## src/rtl/bpt_pkg.sv

```systemverilog
// Shared types, default parameters and counter helpers for the gshare branch
// predictor (bpt_gshare) and its tagged BTB (bpt_btb).
package bpt_pkg;

    typedef enum logic {
        BIMODAL = 1'b0,
        GSHARE  = 1'b1
    } mode_e;

    localparam int unsigned DEF_PHT_ENTRIES = 256;
    localparam int unsigned DEF_BTB_ENTRIES = 64;
    localparam int unsigned DEF_CTR_W       = 2;
    localparam int unsigned DEF_HIST_W      = 8;
    localparam int unsigned DEF_TAG_W       = 8;
    localparam int unsigned DEF_MODE        = 1;

    localparam int unsigned PC_W      = 32;
    // Widest tag any legal configuration can produce (PC minus the two byte-offset bits).
    localparam int unsigned TAG_MAX_W = 30;

    typedef struct packed {
        logic                 valid;
        logic [TAG_MAX_W-1:0] tag;
        logic [PC_W-1:0]      target;
    } btb_entry_t;

    // Saturating increment of a w-bit counter carried in 32 bits.
    function automatic logic [31:0] ctr_sat_inc(input logic [31:0] ctr, input int unsigned w);
        logic [31:0] max_v;
        max_v = (w >= 32) ? '1 : ((32'd1 << w) - 32'd1);
        return (ctr >= max_v) ? max_v : ctr + 32'd1;
    endfunction

    // Saturating decrement of a counter; sticks at zero.
    function automatic logic [31:0] ctr_sat_dec(input logic [31:0] ctr);
        return (ctr == 32'd0) ? 32'd0 : ctr - 32'd1;
    endfunction

endpackage

```

## src/rtl/bpt_btb.sv

```systemverilog
// Direct-mapped tagged branch target buffer built from async-reset flops.
// Ports:
//   i_clk, i_rst_n                  clock, asynchronous active-low reset
//   i_rd_idx, i_rd_tag              lookup index and tag
//   o_rd_hit_c, o_rd_target_c       combinational hit and target (0 on miss)
//   i_wr_en, i_wr_idx, i_wr_tag,    write strobe, index, tag and target;
//   i_wr_target                     a write always sets the entry valid
module bpt_btb
    import bpt_pkg::*;
#(
    parameter int unsigned BTB_ENTRIES = DEF_BTB_ENTRIES,
    parameter int unsigned TAG_W       = DEF_TAG_W,
    localparam int unsigned BTB_IDX_W  = $clog2(BTB_ENTRIES)
) (
    input  logic                 i_clk,
    input  logic                 i_rst_n,
    input  logic [BTB_IDX_W-1:0] i_rd_idx,
    input  logic [TAG_W-1:0]     i_rd_tag,
    output logic                 o_rd_hit_c,
    output logic [PC_W-1:0]      o_rd_target_c,
    input  logic                 i_wr_en,
    input  logic [BTB_IDX_W-1:0] i_wr_idx,
    input  logic [TAG_W-1:0]     i_wr_tag,
    input  logic [PC_W-1:0]      i_wr_target
);

    btb_entry_t r_mem [BTB_ENTRIES];
    btb_entry_t w_rd;

    // Lookup sees the pre-write contents; there is no write-to-read bypass.
    assign w_rd          = r_mem[i_rd_idx];
    assign o_rd_hit_c    = w_rd.valid && (w_rd.tag == TAG_MAX_W'(i_rd_tag));
    assign o_rd_target_c = o_rd_hit_c ? w_rd.target : '0;

    // Entry storage; a write replaces whatever branch aliased into the slot.
    always_ff @(posedge i_clk or negedge i_rst_n) begin
        if (!i_rst_n) begin
            for (int i = 0; i < int'(BTB_ENTRIES); i++) begin
                r_mem[i] <= '0;
            end
        end else if (i_wr_en) begin
            r_mem[i_wr_idx] <= '{valid: 1'b1, tag: TAG_MAX_W'(i_wr_tag), target: i_wr_target};
        end
    end

endmodule

```

## src/rtl/bpt_gshare.sv

```systemverilog
// Fetch-stage branch predictor: PHT of saturating counters (bimodal or gshare
// indexed), tagged BTB and a speculative global history register that is
// repaired from the resolved branch's snapshot on a mispredict.
// Ports:
//   CLK, nRST                         clock, asynchronous active-low reset
//   fetch_valid, pc_fetch             fetch lookup request
//   pred_hit, pred_taken,             combinational prediction for pc_fetch
//   pred_target, ghr_fetch            and the GHR snapshot used for it
//   enable_res, pc_res, taken_res,    resolved-branch update
//   target_res, ghr_res, mispredict_res
module bpt_gshare
    import bpt_pkg::*;
#(
    parameter int unsigned PHT_ENTRIES = DEF_PHT_ENTRIES,
    parameter int unsigned BTB_ENTRIES = DEF_BTB_ENTRIES,
    parameter int unsigned CTR_W       = DEF_CTR_W,
    parameter int unsigned HIST_W      = DEF_HIST_W,
    parameter int unsigned TAG_W       = DEF_TAG_W,
    parameter int unsigned MODE        = DEF_MODE
) (
    input  logic              CLK,
    input  logic              nRST,
    input  logic              fetch_valid,
    input  logic [PC_W-1:0]   pc_fetch,
    output logic              pred_hit,
    output logic              pred_taken,
    output logic [PC_W-1:0]   pred_target,
    output logic [HIST_W-1:0] ghr_fetch,
    input  logic              enable_res,
    input  logic [PC_W-1:0]   pc_res,
    input  logic              taken_res,
    input  logic [PC_W-1:0]   target_res,
    input  logic [HIST_W-1:0] ghr_res,
    input  logic              mispredict_res
);

    localparam int unsigned PHT_IDX_W  = $clog2(PHT_ENTRIES);
    localparam int unsigned BTB_IDX_W  = $clog2(BTB_ENTRIES);
    localparam bit          IS_GSHARE  = (MODE == 32'(GSHARE));
    localparam int unsigned TAG_LO     = BTB_IDX_W + 2;
    localparam int unsigned TAG_HI     = BTB_IDX_W + TAG_W + 1;

    logic [CTR_W-1:0]     r_pht [PHT_ENTRIES];
    logic [HIST_W-1:0]    r_ghr;

    logic [PHT_IDX_W-1:0] w_pidx_fetch;
    logic [PHT_IDX_W-1:0] w_pidx_res;
    logic [CTR_W-1:0]     w_ctr_fetch;
    logic [CTR_W-1:0]     w_ctr_res;
    logic [CTR_W-1:0]     w_ctr_next;
    logic                 w_hit;
    logic                 w_taken;
    logic [PC_W-1:0]      w_target;
    logic                 w_unused;

    // History only enters the index in gshare mode; it is zero-extended to the PHT index width.
    assign w_pidx_fetch = pc_fetch[PHT_IDX_W+1:2] ^ (IS_GSHARE ? PHT_IDX_W'(r_ghr) : '0);
    assign w_pidx_res   = pc_res[PHT_IDX_W+1:2]   ^ (IS_GSHARE ? PHT_IDX_W'(ghr_res) : '0);

    assign w_ctr_fetch  = r_pht[w_pidx_fetch];
    assign w_ctr_res    = r_pht[w_pidx_res];
    assign w_ctr_next   = taken_res ? CTR_W'(ctr_sat_inc(32'(w_ctr_res), CTR_W))
                                    : CTR_W'(ctr_sat_dec(32'(w_ctr_res)));

    // Only not-taken branches never reach the BTB, so taken_res is the write strobe qualifier.
    bpt_btb #(
        .BTB_ENTRIES (BTB_ENTRIES),
        .TAG_W       (TAG_W)
    ) u_btb (
        .i_clk         (CLK),
        .i_rst_n       (nRST),
        .i_rd_idx      (pc_fetch[BTB_IDX_W+1:2]),
        .i_rd_tag      (pc_fetch[TAG_HI:TAG_LO]),
        .o_rd_hit_c    (w_hit),
        .o_rd_target_c (w_target),
        .i_wr_en       (enable_res && taken_res),
        .i_wr_idx      (pc_res[BTB_IDX_W+1:2]),
        .i_wr_tag      (pc_res[TAG_HI:TAG_LO]),
        .i_wr_target   (target_res)
    );

    assign w_taken     = w_hit && w_ctr_fetch[CTR_W-1];
    assign pred_hit    = w_hit;
    assign pred_taken  = w_taken;
    assign pred_target = w_target;
    assign ghr_fetch   = r_ghr;

    // PHT counter update from the resolve port.
    always_ff @(posedge CLK or negedge nRST) begin
        if (!nRST) begin
            for (int i = 0; i < int'(PHT_ENTRIES); i++) begin
                r_pht[i] <= '0;
            end
        end else if (enable_res) begin
            r_pht[w_pidx_res] <= w_ctr_next;
        end
    end

    // GHR: mispredict repair wins over the speculative shift of the same cycle.
    // Truncating {hist, bit} to HIST_W drops the oldest bit and also covers HIST_W == 1.
    always_ff @(posedge CLK or negedge nRST) begin
        if (!nRST) begin
            r_ghr <= '0;
        end else if (enable_res && mispredict_res) begin
            r_ghr <= HIST_W'({ghr_res, taken_res});
        end else if (fetch_valid && w_hit) begin
            r_ghr <= HIST_W'({r_ghr, w_taken});
        end
    end

    // PC bits outside the index/tag fields (and ghr_res in bimodal mode) are not needed.
    assign w_unused = ^{pc_fetch, pc_res, ghr_res};

endmodule
```

## config.mk

```make
export PLATFORM = sky130hd
export DESIGN_NAME = bpt_gshare
export DESIGN_NICKNAME = d
export VERILOG_FILES = /design/src/rtl/bpt_pkg.sv /design/src/rtl/bpt_btb.sv /design/src/rtl/bpt_gshare.sv
export SDC_FILE = /design/constraint.sdc
export NUM_CORES = 2
export LEC_CHECK = 0
export CAP_MARGIN = 10
export CORE_ASPECT_RATIO = 2
export CORE_MARGIN = 2
export CORE_UTILIZATION = 50
export DETAILED_ROUTE_END_ITERATION = 8
export GPL_ROUTABILITY_DRIVEN = 0
export GPL_TIMING_DRIVEN = 1
export PLACE_DENSITY_LB_ADDON = 0.08
export SKIP_LAST_GASP = 1
export SYNTH_ARGS = -nofsm -noshare
export SYNTH_HDL_FRONTEND = slang
export SYNTH_SLANG_ARGS = --single-unit
```

## constraint.sdc

```tcl
create_clock -name CLK -period 5.97 [get_ports CLK]
set_input_delay 0.597 -clock CLK [delete_from_list [all_inputs] [get_ports CLK]]
set_output_delay 0.597 -clock CLK [all_outputs]
set_load 0.01 [all_outputs]
```

==> metrics.yaml <==
slew_headroom_pct: 13.84
drv_slew: 0
die-area_sq_um: 292900
drt_iter0_drc: 6371
clockPowerShare_pct: 39.2
crit_slowest_cell: "clkdlybuf4s50_1"
final_cell_mix: "dfrtp_1, mux2_2, mux4_2"
hold_viol: 0
yosysUniqueCellTypes: 72
cts.path.max_buffers: 4
die_y_um: 763.3
die_w_um: 383.7
top_usage_layer: "met2"
start_kind: "flip-flop"
cts_tree: "done"
syn_area_per_cell_sq_um: 14.91
htree_levels: 5
cp.required_ps: 5370
fin_cells: 13730
core_area_sq_um: 286600
viasPerCell: 6.328
endpoint_kind: "output port"
grt_max_degree: 181
p_per_area_nw_per_um2: 309.4
synthCells: 9668
cts-buffers-inserted: 295
postCtsSetupRepairBufs: 0
synth_area_leader_cell: "dfrtp_1"
yosysSeqAreaShare_pct: 54.58
antenna_left: 0
firstDrtPassIters: 8
slowest_delay_ps: 680
finalSetupViolCount: 0
reg2reg_from: "ghr_fetch[0]$_DFFE_PN0P_"
io_buffers: 115
cp_common_cell: "mux4_2"
synth_ff_type: "dfrtp_1"
dp.cells: 13090
synth_nets: 9778
gr-usage-all-layers_pct: 32.61
clk_pin_slew_ps: 60
ff2ff_path_depth: 11
synthTopCellsByArea: "dfrtp_1, mux2_2, mux4_2"
tightest_slew_ps: 1292
skew_ps: 35.66
antenna_found_initial: 44
synth_seq_cells: 3144
synthToLayoutAreaGrowth_pct: 12.01
p_int_mw: 37.30
grt_util_met2_pct: 57.92
comb_power_share_pct: 12.6
drive_gt1_share_pct: 47.26
synth_top_cell_area_share_pct: 54.58
status: "finished clean"
synth_warnings: 0
synth-edff-count: 0
netlist_area_sq_um: 144100
seqPwrFrac_pct: 48.2
finalWirelength_mm: 472.7
crit_arrival_ps: 5190
ctsResizeCount: 0
utilization_pct: 56.33
p_sw_mw: 12.65
r2r_setup_slack_ps: 2040
cp_max_fo: 26
cts_num_sinks: 3144
hold_path_class: "input pin to asynchronous set/reset pin"
reg2reg_to: "ghr_fetch[0]$_DFFE_PN0P_"
ios: 152
timing.fmax_mhz: 172.7
grt_pass1_wl_mm: 680.9
total_power_mw: 49.95
rsz0062_at_grt: "no"
met3_usage_pct: 4.794
fin_crit_ps: 5790
path_buf_inv: 2
use_met1_pct: 35.98
wl_per_cell_um: 34.43
drc_errors: 0
via_count: 86880
overflow: 0
tns_ps: 0
start_util_pct: 50.29
path_delay_family: "compound AO/OA/AOI/OAI gates"
vdd_ir_drop_max_v: 0.0002840
postCtsHoldBufs: 1
nets: 9716
crit_type: "flip-flop to output port"
dp_hpwl_mm: 296.0
swShare_pct: 25.32
p_leak_nw: 74.22
path_cells: "mux4_2, mux4_2, o22a_1, a22oi_1, xnor2_1, a221oi_1, nand4_1, buf_12, a311oi_1, clkdlybuf4s50_1"
rows: 278
synthArstFlopShare_pct: 100.0
clock_latency_ps: 900
clockRootBuffer: "clkbuf_16"
mostFrequentLayoutCell: "dfrtp_1"
grt_pass1_vias: 94120
final.period_utilization_pct: 96.98
crit_cells: 10
max_cap_violations: 0
fin_hold_ws_ps: 372.9
synth_stat cells, types with 26 or more instances:
master	count
buf_2	86
mux2i_1	81
buf_1	163
nor2b_1	32
o21ai_0	338
dfrtp_1	3144
nor2_1	119
or2_2	50
clkbuf_1	611
nand2b_1	28
buf_4	26
o21ai_1	196
mux4_2	1000
nand2_1	890
a22oi_1	33
nand3_1	30
mux2_2	2579
flip-flops by register name, summed over array words and instances, names as in the netlist:
register and cells:
ghr_fetch 8, u_btb.r_mem 2624, r_pht 512
stage by stage:
| step | setup WS (ps) | cell area [sq um] |
|---|---|---|
| after floorplan | 1397 | 144100 |
| after global placement | 119.1 | 151300 |
| after detailed placement | 300.4 | 151300 |
| after CTS | 122.5 | 161100 |
| after global routing | 32.74 | 161400 |
| final | 180.4 | 161400 |
worst max-delay path by stage:
stage                     slack (ps)               to                           from
after detailed placement         300   pred_target[7]                    pc_fetch[2]
after global placement           120   pred_target[7]                    pc_fetch[2]
final                            180   pred_target[7]  u_btb.r_mem[1299]$_DFFE_PN0P_
after floorplan                 1400  pred_target[17]                    pc_fetch[2]
after global routing              30   pred_target[7]  u_btb.r_mem[1043]$_DFFE_PN0P_
after CTS                        120   pred_target[7]  u_btb.r_mem[1299]$_DFFE_PN0P_
cells by family after synthesis:
family	share of synthesized area, %
AO/OA/AOI/OAI	2.724
XOR/XNOR	0.2292
buffers and inverters	2.567
flip-flops	54.58
multiplexers	36.33
AND/OR/NAND/NOR	3.563
final cells by class:
class	count	area, sq um
diodes	132	330.3
clock buffers	429	8662
clock inverters	79	1112
fillers	22900	125200
inverters	6	30.03
multi-input cells	5619	62450
flip-flops and latches	3144	78680
well taps	3780	4730
repair buffers	540	5454
power by group through the flow:
stage	Clock, mW	Sequential, mW	Combinational, mW
5_1_grt	20.7	24.2	6.70
2_1_floorplan	0	24.1	4.05
3_3_place_gp	0	24.3	6.11
3_5_place_dp	0	24.4	6.27
6_report	19.6	24.1	6.27
4_1_cts	20.0	24.0	6.29
per-layer routing:
metal  vias to the layer above  part of all wire, %
met5                         -                0.011
met4                         8                  8.1
met3                      1245                  4.6
met2                      2860                   52
met1                     47230                   35
li1                      35540                    -
No activity file was read; power rests on OpenSTA's default activity.
